===== src/rtl/gate_test_sequencer.sv =====
// Drives up to NUM_PAIRS input pairs into a 2-input gate and captures its synchronised output per pair.
// Latency: done asserts NUM_PAIRS*(SETTLE_CYCLES+1)+1 cycles after start is accepted.
// No backpressure: start is honoured only in IDLE and never queued. abort cancels a running test.
// Optional GATE_SEQ_STABILITY_CHECK_EN adds the unstable output.
module gate_test_sequencer #(
  parameter int NUM_PAIRS     = 4,
  parameter int SETTLE_CYCLES = 100,
  parameter int CNT_W         = 16
) (
  input  logic       clk,
  input  logic       rst,
  input  logic       start,
  input  logic       abort,
  input  logic [7:0] vec_in,
  input  logic [3:0] expected,
  input  logic       dut_out,
  output logic [1:0] dut_pinout,
  output logic       dut_drive,
  output logic [1:0] pair_idx,
  output logic       busy,
  output logic       done,
  output logic       pass,
  output logic [3:0] result,
  output logic [3:0] mismatch
`ifdef GATE_SEQ_STABILITY_CHECK_EN
  ,
  output logic [3:0] unstable
`endif
);

  typedef enum logic [1:0] {IDLE, DRIVE, SAMPLE, DONE} state_t;

  localparam logic [3:0]       PAIR_MASK = 4'((1 << NUM_PAIRS) - 1);
  localparam logic [1:0]       LAST_IDX  = 2'(NUM_PAIRS - 1);
  localparam logic [CNT_W-1:0] CNT_LOAD  = CNT_W'(SETTLE_CYCLES - 1);

  state_t           state_q, state_d;
  logic [CNT_W-1:0] cnt_q;
  logic [1:0]       idx_q;
  logic [7:0]       vec_q;
  logic [3:0]       exp_q;
  logic             sync1_q, dut_sync;
  logic [3:0]       result_q, mismatch_q;
  logic             pass_q;
  logic [3:0]       result_nxt, mismatch_nxt;
  logic             pass_nxt;
  logic             accept;

  assign accept = (state_q == IDLE) && start && !abort;

  // dut_out is asynchronous to clk
  always_ff @(posedge clk) begin
    if (rst) begin
      sync1_q  <= 1'b0;
      dut_sync <= 1'b0;
    end else begin
      sync1_q  <= dut_out;
      dut_sync <= sync1_q;
    end
  end

  always_ff @(posedge clk) begin
    if (rst) state_q <= IDLE;
    else     state_q <= state_d;
  end

  always_comb begin
    state_d = state_q;
    case (state_q)
      IDLE:    if (accept) state_d = DRIVE;
      DRIVE:   if (abort) state_d = IDLE;
               else if (cnt_q == '0) state_d = SAMPLE;
      SAMPLE:  if (abort) state_d = IDLE;
               else if (idx_q == LAST_IDX) state_d = DONE;
               else state_d = DRIVE;
      DONE:    state_d = IDLE;
      default: state_d = IDLE;
    endcase
  end

`ifdef GATE_SEQ_STABILITY_CHECK_EN
  logic       last_sync_q;
  logic [3:0] unstable_q, unstable_nxt;

  always_comb begin
    unstable_nxt = unstable_q;
    if (last_sync_q != dut_sync) unstable_nxt[idx_q] = 1'b1;
  end

  always_ff @(posedge clk) begin
    if (rst) begin
      last_sync_q <= 1'b0;
      unstable_q  <= 4'b0;
    end else begin
      if (state_q == DRIVE && cnt_q == '0) last_sync_q <= dut_sync;
      if (accept || (abort && (state_q == DRIVE || state_q == SAMPLE)))
        unstable_q <= 4'b0;
      else if (state_q == SAMPLE)
        unstable_q <= unstable_nxt;
    end
  end

  assign unstable = unstable_q;
`endif

  // Final pass/mismatch are formed from the last capture so they are valid during done
  always_comb begin
    result_nxt         = result_q;
    result_nxt[idx_q]  = dut_sync;
    mismatch_nxt       = (result_nxt ^ exp_q) & PAIR_MASK;
`ifdef GATE_SEQ_STABILITY_CHECK_EN
    pass_nxt           = (mismatch_nxt == 4'b0) && (unstable_nxt == 4'b0);
`else
    pass_nxt           = (mismatch_nxt == 4'b0);
`endif
  end

  always_ff @(posedge clk) begin
    if (rst) begin
      cnt_q      <= '0;
      idx_q      <= 2'b0;
      vec_q      <= 8'b0;
      exp_q      <= 4'b0;
      result_q   <= 4'b0;
      mismatch_q <= 4'b0;
      pass_q     <= 1'b0;
    end else begin
      case (state_q)
        IDLE: if (accept) begin
          vec_q      <= vec_in;
          exp_q      <= expected;
          result_q   <= 4'b0;
          mismatch_q <= 4'b0;
          pass_q     <= 1'b0;
          idx_q      <= 2'b0;
          cnt_q      <= CNT_LOAD;
        end
        DRIVE, SAMPLE: if (abort) begin
          result_q   <= 4'b0;
          mismatch_q <= 4'b0;
          pass_q     <= 1'b0;
          idx_q      <= 2'b0;
        end else if (state_q == DRIVE) begin
          if (cnt_q != '0) cnt_q <= cnt_q - CNT_W'(1);
        end else begin
          result_q <= result_nxt;
          if (idx_q == LAST_IDX) begin
            mismatch_q <= mismatch_nxt;
            pass_q     <= pass_nxt;
          end else begin
            idx_q <= idx_q + 2'd1;
            cnt_q <= CNT_LOAD;
          end
        end
        DONE:    idx_q <= 2'b0;
        default: idx_q <= 2'b0;
      endcase
    end
  end

  assign dut_drive  = (state_q == DRIVE) || (state_q == SAMPLE);
  assign dut_pinout = dut_drive ? vec_q[{idx_q, 1'b0} +: 2] : 2'b00;
  assign pair_idx   = idx_q;
  assign busy       = (state_q != IDLE);
  assign done       = (state_q == DONE);
  assign pass       = pass_q;
  assign result     = result_q;
  assign mismatch   = mismatch_q;

endmodule


===== config.mk =====
export PLATFORM = sky130hd
export DESIGN_NAME = gate_test_sequencer
export DESIGN_NICKNAME = d
export VERILOG_FILES = /design/src/rtl/gate_test_sequencer.sv
export SDC_FILE = /design/constraint.sdc
export NUM_CORES = 1
export LEC_CHECK = 0
export CAP_MARGIN = 20
export CORE_MARGIN = 5
export CORE_UTILIZATION = 51
export CTS_BUF_LIST = sky130_fd_sc_hd__clkbuf_4
export DETAILED_ROUTE_END_ITERATION = 7
export PLACE_DENSITY = 0.78
export SLEW_MARGIN = 40
export SYNTH_ARGS = -nofsm -noshare
export SYNTH_HDL_FRONTEND = slang
export SYNTH_SLANG_ARGS = --single-unit

===== constraint.sdc =====
create_clock -name clk -period 2 [get_ports clk]
set_input_delay 0.3 -clock clk [delete_from_list [all_inputs] [get_ports clk]]
set_output_delay 0.3 -clock clk [all_outputs]
set_load 0.005 [all_outputs]

==> results of run 1 <==
cell type report:
class / count / area (um2) / share of cell area
inverters: 12 / 45.04 / 0.01385
well taps: 52 / 65.06 / 0.02000
repair buffers: 82 / 701.9 / 0.2158
flip-flops and latches: 43 / 869.6 / 0.2673
clock buffers: 5 / 37.54 / 0.01154
multi-input cells: 220 / 1490 / 0.4581
clock inverters: 3 / 43.79 / 0.01346
flip-flops by register name (all words and copies together) (netlist names):
signal / cells
sync1_q: 1
result: 4
dut_sync: 1
mismatch: 4
cnt_q: 16
exp_q: 4
vec_q: 8
pair_idx: 2
state_q: 2
pass: 1
power by group through the flow:
stage	registers (mW)	clock network, mW	logic [mW]
global route	0.964	0.615	1.13
global placement	0.972	0	0.925
detailed placement	0.976	0	0.938
floorplan	0.951	0	0.551
CTS	0.956	0.578	0.986
finish	0.959	0.564	1.04
cells in the mapped netlist, drive strengths merged (5+ instances only):
library cell / instances
nand2: 25
clkbuf: 13
mux2i: 7
inv: 12
o31ai: 5
ha: 10
nor3: 7
or4: 5
o21ai: 23
a21oi: 34
nor2b: 13
dfxtp: 43
nor2: 33
nand3: 17
layer usage:
metal,share of wire,wire length [um],up-vias
li1,-,-,1176
met1,0.44,2741,1129
met2,0.51,3173,50
met3,0.040,250,4
met4,0.0071,44,0
met5,0,0,-
final timing paths:
kind,start,slack (ns),cells after the start,end
max reg2reg,cnt_q[1],-0.16,8,cnt_q[6]
min reg2reg,sync1_q,0.46,1,dut_sync
max,cnt_q[1],-0.16,8,cnt_q[6]
min,sync1_q,0.46,1,dut_sync
per-stage QoR:
stage | power (mW) | cells | cell area, um2 | util | setup TNS, ns
after global routing | 2.713 | 417 | 3253 | 0.7420 | -3.356
final | 2.564 | 417 | 3253 | 0.7420 | -1.780
after floorplan | 1.502 | 291 | 2374 | - | -0.2397
after global placement | 1.897 | 401 | 3018 | 0.6884 | -0.6818
after detailed placement | 1.914 | 401 | 3018 | 0.6884 | -2.183
after CTS | 2.520 | 414 | 3174 | 0.7240 | -1.592
cells in the final DEF (no fill, tap or decap), types with 2 or more instances in the layout:
| cell type | instances |
|---|---|
| or4_1 | 4 |
| inv_2 | 6 |
| nor2_1 | 32 |
| o21ai_1 | 8 |
| ha_1 | 7 |
| xor2_1 | 2 |
| ha_4 | 3 |
| dfxtp_2 | 4 |
| buf_4 | 48 |
| nand2_1 | 25 |
| o21ai_0 | 6 |
| o211ai_1 | 2 |
| clkbuf_2 | 2 |
| o21a_1 | 2 |
| mux4_2 | 2 |
| clkdlybuf4s50_1 | 30 |
| o21ai_2 | 8 |
| dfxtp_1 | 38 |
| nor3_1 | 6 |
| clkbuf_4 | 5 |
| nor2b_1 | 12 |
| o31ai_1 | 5 |
| a41oi_1 | 2 |
| or3_1 | 3 |
| inv_1 | 6 |
| a21oi_1 | 34 |
| nand3_1 | 17 |
| and2_4 | 2 |
| o211a_1 | 2 |
| nand2b_1 | 2 |
| nor4_2 | 2 |
| mux2i_1 | 6 |
| a31oi_1 | 2 |
cells by family (layout without fill, tap and decap cells):
kind of cell,Yosys count,count (layout),share of synthesized area
AO/OA/AOI/OAI,80,80,0.2088
XOR/XNOR,4,4,0.01507
adder cells (fa/ha/maj),10,10,0.05382
buffers and inverters,28,102,0.04897
flip-flops,43,43,0.3703
multiplexers,9,9,0.04952
AND/OR/NAND/NOR,117,117,0.2535
repair_timing:
item	in CTS	in global routing
pin swaps	13	7
resized for setup	22	19
endpoints found under the setup margin	20	29
gates cloned	0	0
buffers inserted	6	3
hold buffers	0	0
==> results.py, run 1 <==
metrics = {
    "status": {
        "status": "finished with violations",
        "violations": "negative setup slack",
    },
    "clocking": {
        "cts_tree": "yes",
        "clock_path_buffers": 2,
        "clk_latency_ns": 0.36,
        "cts-root-buf": "clkbuf_4",
        "cts.reportedPaths.clkPinSlew_ns": 0.13,
        "cts_buffers": 5,
        "clkSinkCount": 43,
        "h-tree-depth": 2,
    },
    "power_and_ir_drop": {
        "sw_frac_of_total": 0.3438,
        "ir_drop_uv": 585.6,
        "pwr-share-clk": 0.220,
        "powerDensity_nw_per_um2": 788.1,
        "p_seq_frac": 0.374,
        "p_leak_nw": 1.273,
        "p_sw_mw": 0.8815,
        "comb_power_share": 0.406,
        "p_int_mw": 1.682,
    },
    "sta": {
        "slew_violations": 0,
        "tightest_slew_ns": 0.4142,
        "period_needed_ns": 2.161,
        "post-route-period-util": 1.081,
        "hold_viol": 0,
        "worst_slack_ns": -0.1611,
        "slew_headroom": 0.7232,
        "fin_hold_ws_ns": 0.4561,
        "fmax_ghz": 0.4627,
        "fin_worst_skew_ns": 0.01654,
        "rsz0062_at_grt": "yes",
        "setup_viol": 17,
    },
    "global_route": {
        "antenna_found_initial": 0,
        "grt_use_met2": 0.3561,
        "use_met3": 0.04514,
        "first_global_vias": 2231,
        "grt-busiest-layer": "met2",
        "grt_max_degree": 31,
        "grt_util_met1": 0.2584,
        "grt_usage": 0.2060,
        "grt_pass1_wl_mm": 10.32,
        "grt_overflow": 0,
    },
    "worst_setup_path": {
        "cp.arrival_ns": 2.43,
        "cp-end-kind": "flop",
        "critical_path_class": "reg -> reg",
        "critPathMaxStageDelay_ns": 0.49,
        "critPathTopFamily": "simple AND/OR/NAND/NOR gates",
        "critPathLaunchType": "flop",
        "crit_fanout": 8,
        "slowest_stage": "or4b_4",
        "crit_buf_inv": 2,
        "path_cells": "inv_2, ha_4, or4b_4, or4_4, o21ai_4, buf_12, nor2_2, o21a_1",
        "required_ns": 2.27,
    },
    "drt": {
        "dr.pass1.iters": 4,
        "drt_iter0_drc": 117,
        "routed_via_density": 5.657,
        "wl_per_cell_um": 14.89,
        "totalWireLength_mm": 6.209,
        "vias": 2359,
        "drcViolationCount": 0,
        "drtAntennaViolNets": 0,
    },
    "die": {
        "die_area_um2": 6009,
        "initial_core_util": 0.5303,
        "core_area_um2": 4384,
        "die_w_um": 77.52,
        "io_pins": 33,
        "die_y_um": 77.52,
        "rows": 24,
    },
    "synth": {
        "synth_edf_count": 0,
        "yosys-top-cells-area": "dfxtp_1 (37%), a21oi_1 (7.3%), ha_1 (5.4%), nor2_1 (5.3%), nand2_1 (4.0%)",
        "synth_top_area_share": 0.3703,
        "syn-num-nets": 318,
        "synthCells": 291,
        "synth-seq-cells": 43,
        "avgSynthCellArea_um2": 7.989,
        "synth_top_area_cell": "dfxtp_1",
        "ys_types": 47,
        "yosysWarnings": 0,
        "synth-seq-area-share": 0.3703,
        "syn_area_um2": 2325,
        "async_reset_ff_frac": 0,
        "synthFlopType": "dfxtp_1",
    },
    "final_layout": {
        "fillers": 310,
        "nets": 391,
        "diodes": 0,
        "area_growth_pct": 39.94,
        "drive_gt1_frac": 0.2767,
    },
    "place": {
        "io_buffers": 32,
        "place_congestion": 0.8342,
        "place_hpwl_mm": 4.312,
        "place_ws_ns": -0.1346,
    },
    "worst_hold_path": {
        "hold_class": "reg -> reg",
    },
    "job": {
        "cap_violations": 0,
    },
}
Note: power is estimated with default switching activity, not from simulation.
==> run 2: changes to the inputs <==
--- a/config.mk
+++ b/config.mk
@@ -6,7 +6,6 @@
 export NUM_CORES = 1
 export LEC_CHECK = 0
 export CAP_MARGIN = 20
-export CORE_MARGIN = 5
 export CORE_UTILIZATION = 51
 export CTS_BUF_LIST = sky130_fd_sc_hd__clkbuf_4
 export DETAILED_ROUTE_END_ITERATION = 7
==> run 2 against run 1 <==
The run still ends with negative setup slack left. Die area decreased by 20%. Hold slack improved by 0.0031 ns. Critical path depth unchanged. Sequential power increased by 0.7%. Non-clock buffer count increased by 2. Clock skew decreased by 0.0034 ns. Register-to-register slack improved by 0.02 ns. Clock-buffer cell count unchanged. Fmax increased by 0.84%. Via count increased by 1.6%. Clock power decreased by 18%. Highest routed layer unchanged.
==> results.py, run 2 (synthesized netlist as in run 1, its figures left out) <==
metrics = {
    "global_route": {
        "grt_overflow": 0,
        "grt_usage": 0.2612,
        "grt_pass1_wl_mm": 10.18,
        "antenna_found_initial": 0,
        "grt_max_degree": 28,
        "first_global_vias": 2247,
    },
    "sta": {
        "fin_hold_ws_ns": 0.4593,
        "final.setup.tns_ns": -1.697,
        "fin_worst_skew_ns": 0.01311,
        "setup_viol": 17,
        "rsz0062_at_grt": "yes",
        "post-route-period-util": 1.072,
        "tightest_slew_ns": 0.4809,
        "fmax_ghz": 0.4666,
        "period_needed_ns": 2.143,
        "worst_slack_ns": -0.1430,
        "slew_violations": 0,
        "slew_headroom": 0.6790,
        "hold_viol": 0,
    },
    "die": {
        "core_area_um2": 4354,
        "die_w_um": 69.52,
        "initial_core_util": 0.5339,
        "io_pins": 33,
        "rows": 24,
        "die_area_um2": 4832,
        "die_y_um": 69.52,
    },
    "clocking": {
        "h-tree-depth": 2,
        "cts.reportedPaths.clkPinSlew_ns": 0.15,
        "clk_latency_ns": 0.37,
        "clkSinkCount": 43,
        "cts_hold_buf": 0,
        "clock_path_buffers": 2,
        "cts_tree": "yes",
        "cts-root-buf": "clkbuf_4",
        "cts_buffers": 5,
    },
    "worst_setup_path": {
        "critPathLaunchType": "flop",
        "cp-end-kind": "flop",
        "cp.arrival_ns": 2.45,
        "r2r-start": "cnt_q[1]",
        "crit_buf_inv": 2,
        "slowest_stage": "or4b_4",
        "r2r_cells": 8,
        "critical_path_class": "reg -> reg",
        "required_ns": 2.31,
        "critPathTopFamily": "simple AND/OR/NAND/NOR gates",
        "path_cells": "inv_2, ha_4, or4b_4, or4_4, o21ai_4, buf_4, o21ai_0, a21oi_1",
        "reg2reg_to": "cnt_q[8]",
        "critPathMaxStageDelay_ns": 0.48,
        "crit_fanout": 6,
        "r2r_slack_ns": -0.14,
    },
    "place": {
        "place_hpwl_mm": 4.340,
        "io_buffers": 32,
        "place_congestion": 0.8777,
        "place_ws_ns": -0.1227,
    },
    "final_layout": {
        "final_cell_mix": "buf_4 (46), dfxtp_1 (38), a21oi_1 (33)",
        "top_regs": "cnt_q: 16 flops, vec_q: 8 flops",
        "largest_register_ffs": 16,
        "nets": 393,
        "fillers": 337,
        "area_growth_pct": 40.10,
        "layout_commonest_cell": "buf_4",
        "regMostFlops": "cnt_q",
        "diodes": 0,
        "drive_gt1_frac": 0.2589,
    },
    "power_and_ir_drop": {
        "ir_drop_uv": 536.1,
        "sw_frac_of_total": 0.3700,
        "powerDensity_nw_per_um2": 775.5,
        "fin_total_pwr_mw": 2.526,
        "p_seq_frac": 0.382,
        "p_leak_nw": 1.281,
        "p_sw_mw": 0.9344,
        "comb_power_share": 0.435,
        "pwr-share-clk": 0.183,
        "p_int_mw": 1.591,
    },
    "drt": {
        "routed_via_density": 5.718,
        "dr.pass1.iters": 4,
        "drt_iter0_drc": 123,
        "vias": 2396,
        "totalWireLength_mm": 6.494,
        "wl_per_cell_um": 15.50,
        "drcViolationCount": 0,
        "drtAntennaViolNets": 0,
    },
    "status": {
        "violations": "negative setup slack",
        "status": "finished with violations",
    },
    "worst_hold_path": {
        "worstHoldPathCells": 1,
        "hold_class": "reg -> reg",
        "hold_end": "dut_sync",
        "min_from": "sync1_q",
    },
    "job": {
        "cap_violations": 0,
    },
}
run 2: how the worst max path moves through the flow:
stage / start / endpoint / slack [ns] / depth (start not counted)
after global placement: cnt_q[1] / state_q[0] / -0.08 / 8
after global routing: cnt_q[1] / cnt_q[12] / -0.30 / 8
after CTS: cnt_q[0] / cnt_q[1] / -0.17 / 8
final: cnt_q[1] / cnt_q[8] / -0.14 / 8
after detailed placement: cnt_q[1] / cnt_q[1] / -0.12 / 8
after floorplan: cnt_q[1] / cnt_q[6] / -0.11 / 8
run 2: power groups by stage:
stage | combinational (mW) | sequential, mW | clock, mW
final | 1.10 | 0.966 | 0.462
after floorplan | 0.551 | 0.951 | 0
after global placement | 0.909 | 0.971 | 0
after detailed placement | 0.931 | 0.974 | 0
after global routing | 1.18 | 0.970 | 0.514
after CTS | 1.00 | 0.956 | 0.472
run 2: final cells by class:
class	count	area, um2	area share
Clock buffer	5	37.54	0.01153
Sequential cell	43	869.6	0.2670
Tap cell	52	65.06	0.01998
Inverter	12	45.04	0.01383
Timing Repair Buffer	84	743.2	0.2282
Multi-Input combinational cell	220	1473	0.4522
Clock inverter	3	23.77	0.007299
run 2: timing repair:
| action | 4_1_cts | 5_1_grt |
|---|---|---|
| setup endpoints to repair | 25 | 21 |
| setup buffers | 7 | 4 |
| gates resized for setup | 18 | 19 |
| pin swaps | 5 | 9 |
run 2: per-layer routing:
| layer | part of all wire | vias to the layer above | track usage |
|---|---|---|---|
| met5 | 0 | - | 0 |
| met4 | 0.011 | 0 | 0.09297 |
| met3 | 0.045 | 8 | 0.04797 |
| met2 | 0.52 | 67 | 0.4498 |
| met1 | 0.42 | 1140 | 0.3256 |
| li1 | - | 1181 | - |
run 2: stage by stage:
step	area [um2]	instances	util
5_1_grt	3257	419	0.7480
2_1_floorplan	2374	291	-
4_1_cts	3162	415	0.7261
3_3_place_gp	3010	400	0.6914
3_5_place_dp	3010	400	0.6914
6_report	3257	419	0.7480
run 2: worst reg2reg max path, cell delays in order, from the launching register on:
cell and delay, ns:
dfxtp_2 0.35, inv_2 0.07, ha_4 0.13, or4b_4 0.48, or4_4 0.45, o21ai_4 0.20, buf_4 0.18, o21ai_0 0.09
a21oi_1 0.14
